[config.mk]
export PLATFORM = sky130hd
export DESIGN_NAME = yacc_access_arbiter
export DESIGN_NICKNAME = d
export VERILOG_FILES = /design/src/rtl/yacc_pkg.sv /design/src/rtl/yacc_rr_select.sv /design/src/rtl/yacc_access_arbiter.sv
export SDC_FILE = /design/constraint.sdc
export NUM_CORES = 1
export LEC_CHECK = 0
export ABC_AREA = 1
export CORE_ASPECT_RATIO = 1.5
export CORE_MARGIN = 2
export CORE_UTILIZATION = 50
export CTS_BUF_LIST = sky130_fd_sc_hd__clkbuf_4 sky130_fd_sc_hd__clkbuf_8 sky130_fd_sc_hd__clkbuf_16
export DETAILED_ROUTE_END_ITERATION = 8
export PLACE_DENSITY = 0.85
export SYNTH_ARGS = -nofsm -noshare
export SYNTH_HDL_FRONTEND = slang
export SYNTH_HIERARCHICAL = 1
export SYNTH_SLANG_ARGS = --single-unit
[constraint.sdc]
create_clock -name clock -period 10 [get_ports clock]
set_input_delay 2 -clock clock [delete_from_list [all_inputs] [get_ports clock]]
set_output_delay 2 -clock clock [all_outputs]
set_load 0.05 [all_outputs]
[src/rtl/yacc_pkg.sv]
// Shared types and helpers for the YACC cache access arbiter.
// Counters up to 64 bits wide are supported by sat_inc.
package yacc_pkg;

    typedef enum logic [1:0] {
        IDLE  = 2'd0,
        ISSUE = 2'd1,
        WAIT  = 2'd2
    } yacc_state_e;

    localparam int DEFAULT_ADDR_W = 32;
    localparam int DEFAULT_CNT_W  = 32;

    // Increment that sticks at the all-ones value of a counter 'width' bits wide.
    function automatic logic [63:0] sat_inc(input logic [63:0] value, input int width);
        logic [63:0] max_val;
        max_val = (width >= 64) ? '1 : ((64'd1 << width) - 64'd1);
        return (value >= max_val) ? max_val : value + 64'd1;
    endfunction

endpackage

[src/rtl/yacc_rr_select.sv]
// Combinational round-robin pick: first asserted request at or after rr_ptr_i.
module yacc_rr_select #(
    parameter int NUM_REQ = 4,
    parameter int IDX_W   = $clog2(NUM_REQ)
) (
    input  logic [NUM_REQ-1:0] req_i,
    input  logic [IDX_W-1:0]   rr_ptr_i,
    output logic [NUM_REQ-1:0] grant_o,
    output logic [IDX_W-1:0]   grant_idx_o,
    output logic               any_o
);

    // Scan from the farthest slot back to rr_ptr_i so the nearest hit wins.
    always_comb begin
        logic [IDX_W-1:0] idx;
        idx         = '0;
        grant_o     = '0;
        grant_idx_o = '0;
        any_o       = 1'b0;
        for (int k = NUM_REQ - 1; k >= 0; k--) begin
            idx = IDX_W'((int'(rr_ptr_i) + k) % NUM_REQ);
            if (req_i[idx]) begin
                grant_o      = '0;
                grant_o[idx] = 1'b1;
                grant_idx_o  = idx;
                any_o        = 1'b1;
            end
        end
    end

endmodule

[src/rtl/yacc_access_arbiter.sv]
// Round-robin sequencer sharing the YACC cache address port among NUM_REQ
// requesters, returning hit/miss to the owner and keeping saturating statistics.
module yacc_access_arbiter
    import yacc_pkg::*;
#(
    parameter int NUM_REQ = 4,
    parameter int ADDR_W  = DEFAULT_ADDR_W,
    parameter int CNT_W   = DEFAULT_CNT_W
) (
    input  logic                      clock,
    input  logic                      reset,
    input  logic [NUM_REQ-1:0]        req_valid,
    input  logic [NUM_REQ*ADDR_W-1:0] req_addr,
    output logic [NUM_REQ-1:0]        req_ready,
    output logic [NUM_REQ-1:0]        resp_valid,
    output logic                      resp_hit,
    output logic                      cache_valid,
    output logic [ADDR_W-1:0]         cache_addr,
    input  logic                      cache_ready,
    input  logic                      cache_done,
    input  logic                      cache_hit,
    output logic                      busy,
    output logic [CNT_W-1:0]          access_count,
    output logic [CNT_W-1:0]          hit_count,
    output logic [CNT_W-1:0]          miss_count
);

    localparam int IDX_W = $clog2(NUM_REQ);

    yacc_state_e          state_q;
    logic [IDX_W-1:0]     rr_ptr_q;
    logic [IDX_W-1:0]     owner_q;
    logic                 cache_valid_q;
    logic [ADDR_W-1:0]    cache_addr_q;
    logic [NUM_REQ-1:0]   resp_valid_q;
    logic                 resp_hit_q;
    logic [CNT_W-1:0]     access_q;
    logic [CNT_W-1:0]     hit_q;
    logic [CNT_W-1:0]     miss_q;

    logic [NUM_REQ-1:0]   grant;
    logic [IDX_W-1:0]     grant_idx;
    logic                 grant_any;
    logic [ADDR_W-1:0]    sel_addr;
    logic [IDX_W-1:0]     rr_ptr_d;
    logic [CNT_W-1:0]     access_d;
    logic [CNT_W-1:0]     hit_d;
    logic [CNT_W-1:0]     miss_d;

    yacc_rr_select #(
        .NUM_REQ (NUM_REQ)
    ) u_rr_select (
        .req_i       (req_valid),
        .rr_ptr_i    (rr_ptr_q),
        .grant_o     (grant),
        .grant_idx_o (grant_idx),
        .any_o       (grant_any)
    );

    assign sel_addr = req_addr[int'(grant_idx) * ADDR_W +: ADDR_W];
    assign rr_ptr_d = (owner_q == IDX_W'(NUM_REQ - 1)) ? '0 : owner_q + IDX_W'(1);
    assign access_d = CNT_W'(sat_inc(64'(access_q), CNT_W));
    assign hit_d    = CNT_W'(sat_inc(64'(hit_q), CNT_W));
    assign miss_d   = CNT_W'(sat_inc(64'(miss_q), CNT_W));

    // Handshakes arriving outside their consuming state fall through the case untouched.
    always_ff @(posedge clock or posedge reset) begin
        if (reset) begin
            state_q       <= IDLE;
            rr_ptr_q      <= '0;
            owner_q       <= '0;
            cache_valid_q <= 1'b0;
            cache_addr_q  <= '0;
            resp_valid_q  <= '0;
            resp_hit_q    <= 1'b0;
            access_q      <= '0;
            hit_q         <= '0;
            miss_q        <= '0;
        end else begin
            resp_valid_q <= '0;
            case (state_q)
                IDLE: begin
                    if (grant_any) begin
                        cache_addr_q  <= sel_addr;
                        owner_q       <= grant_idx;
                        cache_valid_q <= 1'b1;
                        state_q       <= ISSUE;
                    end
                end
                ISSUE: begin
                    if (cache_ready) begin
                        cache_valid_q <= 1'b0;
                        state_q       <= WAIT;
                    end
                end
                WAIT: begin
                    if (cache_done) begin
                        resp_valid_q <= NUM_REQ'(1) << owner_q;
                        resp_hit_q   <= cache_hit;
                        access_q     <= access_d;
                        if (cache_hit) begin
                            hit_q <= hit_d;
                        end else begin
                            miss_q <= miss_d;
                        end
                        rr_ptr_q <= rr_ptr_d;
                        state_q  <= IDLE;
                    end
                end
                default: begin
                    cache_valid_q <= 1'b0;
                    state_q       <= IDLE;
                end
            endcase
        end
    end

    assign req_ready    = (state_q == IDLE) ? grant : '0;
    assign busy         = (state_q != IDLE);
    assign cache_valid  = cache_valid_q;
    assign cache_addr   = cache_addr_q;
    assign resp_valid   = resp_valid_q;
    assign resp_hit     = resp_hit_q;
    assign access_count = access_q;
    assign hit_count    = hit_q;
    assign miss_count   = miss_q;

endmodule
==> results.ini <==
[setup_path]
timing.critical_path.required_ns = 8.00
crit_path_start_kind = input port
timing.setup.critical_path_class = input port to output port
critical-path-top-delay-family = buffers and inverters
worstPathCellList = clkdlybuf4s50_1 -> inv_1 -> o21ai_1 -> nand2_1 -> nand2_4 -> nand3_1 -> nand2_1 -> nor2_1 -> nor2_1 -> inv_1 -> nor2_1 -> clkdlybuf4s50_1
critical_path.max_stage_delay_ns = 0.80
cp.arrival_ns = 4.18
crit_path_top_delay_cell = sky130_fd_sc_hd__clkdlybuf4s50_1
cp_capture_type = output port
most_frequent_cell_on_the_critical_path = sky130_fd_sc_hd__nor2_1
crit_fanout = 7
crit_buf_inv = 4

[logic_synthesis]
synth_most_common_cell = sky130_fd_sc_hd__nand2_1
synth_area_mm2 = 0.009002
yosysTopAreaCellShare = 0.3892
synth.yosys.warnings = 6
yosys_most_used_dff = sky130_fd_sc_hd__dfrtp_1
top_cells_by_area_synth = sky130_fd_sc_hd__dfrtp_1, sky130_fd_sc_hd__nand2_1, sky130_fd_sc_hd__nor2_1
proportion_of_synthesized_chip_area_in_sequential_cells = 0.3892
synth_common_cells = sky130_fd_sc_hd__nand2_1, sky130_fd_sc_hd__nor2_1, sky130_fd_sc_hd__dfrtp_1
post_synth_inst_count = 1276
number_of_enable_flip_flop_cells_after_synthesis = 0
yosys_register_bits = 140
synthesis.area_per_instance_um2 = 7.055
synth.distinct_cells = 39
synthDominantAreaCellType = sky130_fd_sc_hd__dfrtp_1
synth.net_count = 1428
asr_flop_ratio_synth = 1.000

[detailed_routing]
routed_via_density = 5.300
vias = 9360
drt_drc_violations_left = 0
drt_first_iter_violations = 758
routed_wirelength_normalized_by_instance_count_um = 15.17
wirelength_um = 26800
detailed_router_iteration_count_before_antenna_repair = 6
ant_nets = 0

[sta]
unrepaired_setup_endpoints_after_global_routing = no
skew_ns = 0.01274
max-slew-margin-rel = 0.3262
least_margin_pin_slew_ns = 1.008
maxClockFrequency_ghz = 0.1619
timing.final.setup_violations = 0
tns_ns = 0
maxSlewViolCount = 0
final.period_utilization = 0.6175
finalCriticalPeriod_ns = 6.175
timing_hold_violations_final = 0

[floorplan]
io_pins = 276
start_util = 0.5060
placeableCoreArea_mm2 = 0.01779
die_w_um = 113.6
die_h_um = 168.3
fp.dieArea_mm2 = 0.01912
floorplan.rows = 60

[clock_network]
cts_root_buffer = sky130_fd_sc_hd__clkbuf_16
cts_buffers = 17
cts_post_setup_buffers_inserted = 0
clock_tree_from_tritoncts = yes
cts.reportedPaths.clkPinSlew_ns = 0.06
clock_insertion_delay_worst_skew_ns = 0.43
cts_max_level = 4
cts.sinks = 140
cts_repair_resize_count = 0
cts.hold.buffers_added = 0
cts_buffer_depth = 2

[cells_and_area]
synthToLayoutAreaGrowth_pct = 38.49
area.sequential_mm2 = 0.003503
post-route-cell-area_mm2 = 0.01247
fillCellCount = 1481
multiInputGateArea_mm2 = 0.004852
finish.net_count = 1687
fraction_of_layout_cells_with_a_size_suffix_above_1 = 0.06654

[run]
timing.max_cap.violations = 0

[pwr]
power.density_cell_area_mw_per_mm2 = 257.2
total_leakage_power_uw = 0.005777
worst_case_vdd_ir_drop_uv = 204.2

[global_route]
grt_start_max_net_pins = 75
antenna_found_initial = 1
gr-usage-all-layers = 0.2844
first_global_vias = 9095
grt_pass1_wl_um = 43780
grt-ovfl-total = 0

[run_status]
outcome = complete, no violations

[placement]
hpwlAfterDp_um = 20250
place_congestion = 0.9267
dpl-instance-area_mm2 = 0.01186
place.port_buffers = 275

[hold_path]
timing.hold.worst.class = flip-flop to flip-flop

## through the flow
stage	hold WS [ns]	total power [µW]	instances	util	worst slack [ns]
finish	0.4801	3206	1766	0.7007	3.825
global route	0.5053	3425	1766	0.7007	3.605
CTS	0.4862	3219	1765	0.7006	3.815
detailed placement	0.4657	2556	1733	0.6665	3.813
global placement	0.4629	2520	1733	0.6665	3.834
floorplan	0.5027	2047	1276	-	4.247
## flip-flops by register name, indices dropped and copies added (netlist names)
name          cells
resp_hit          1
resp_valid        4
state_q           2
miss_count       32
cache_valid       1
rr_ptr_q          2
access_count     32
hit_count        32
owner_q           2
cache_addr       32
## final cells by class
type,instances,area share
clock inverter,13,0.01335
antenna,1,0.0002007
sequential,140,0.2810
clock buffer,19,0.03533
inverter,116,0.03593
multi-input combinational,981,0.3892
tap,217,0.02178
timing repair buffer,279,0.2232
## worst reg2reg max path, cell delays in order, from the launching register on
cell and delay [ns]:
sky130_fd_sc_hd__dfrtp_1 0.59, sky130_fd_sc_hd__inv_2 0.21, sky130_fd_sc_hd__ha_1 0.39, sky130_fd_sc_hd__inv_1 0.11, sky130_fd_sc_hd__nand3_2 0.12, sky130_fd_sc_hd__nand2_4 0.13, sky130_fd_sc_hd__inv_6 0.06, sky130_fd_sc_hd__a21oi_4 0.16
sky130_fd_sc_hd__nand2_1 0.11, sky130_fd_sc_hd__o21ai_4 0.06, sky130_fd_sc_hd__buf_4 0.50, sky130_fd_sc_hd__inv_2 0.55, sky130_fd_sc_hd__o21ai_0 0.34, sky130_fd_sc_hd__o22ai_1 0.13, sky130_fd_sc_hd__nand2_1 0.08, sky130_fd_sc_hd__nand2_1 0.05
## placed cells by master (no fill, tap or decap), types with 5 or more instances in the layout
cell type and count:
sky130_fd_sc_hd__nand3_1 84, sky130_fd_sc_hd__a21oi_1 7, sky130_fd_sc_hd__dfrtp_1 140, sky130_fd_sc_hd__nand3b_1 36, sky130_fd_sc_hd__nand2_4 5, sky130_fd_sc_hd__nand2_2 8
sky130_fd_sc_hd__inv_1 108, sky130_fd_sc_hd__xnor2_1 8, sky130_fd_sc_hd__o22ai_1 16, sky130_fd_sc_hd__nor2_1 250, sky130_fd_sc_hd__nor3_1 5, sky130_fd_sc_hd__inv_2 5
sky130_fd_sc_hd__o21ai_0 80, sky130_fd_sc_hd__nand2_1 363, sky130_fd_sc_hd__clkbuf_16 17, sky130_fd_sc_hd__nor2_4 8, sky130_fd_sc_hd__clkdlybuf4s50_1 275, sky130_fd_sc_hd__nand3_2 20
sky130_fd_sc_hd__nand4_1 13, sky130_fd_sc_hd__ha_1 15, sky130_fd_sc_hd__a31oi_1 16, sky130_fd_sc_hd__xor2_1 23
## power breakdown
part	switching [µW]	internal [µW]
logic	1200	574
clock network	259	400
registers	97.0	677
## path summary, 6_finish.rpt
kind                                start  slack (ns)  cells after the start          endpoint
max in group asynchronous           reset        6.55                      3     cache_addr[4]
min reg2reg                cache_addr[28]        0.48                      2    cache_addr[28]
max reg2reg                   rr_ptr_q[0]        6.29                     15     cache_addr[7]
min                        cache_addr[28]        0.48                      2    cache_addr[28]
max                          req_valid[2]        3.82                     12      req_ready[3]
min in group asynchronous           reset        2.05                      2  access_count[22]
## cell families after synthesis
kind of cell    count (synthesis)  share of synthesized area
mux                             1                   0.001112
flops                         140                     0.3892
simple gates                  811                     0.4113
fa+ha+maj                      15                    0.02085
buf+inv                       155                    0.07311
compound gates                123                    0.07436
xor+xnor                       31                    0.03016
## layer usage
metal  part of all wire  vias up  wire length (µm)  GRT usage
li1                   -     4580                 -          -
met5                  0        -                 0          0
met3              0.060       69              1619    0.06479
met1               0.37     4373              9837     0.3064
met4              0.046        0              1224     0.1432
met2               0.53      338             14120     0.5158
(Power assumes the default switching activity.)
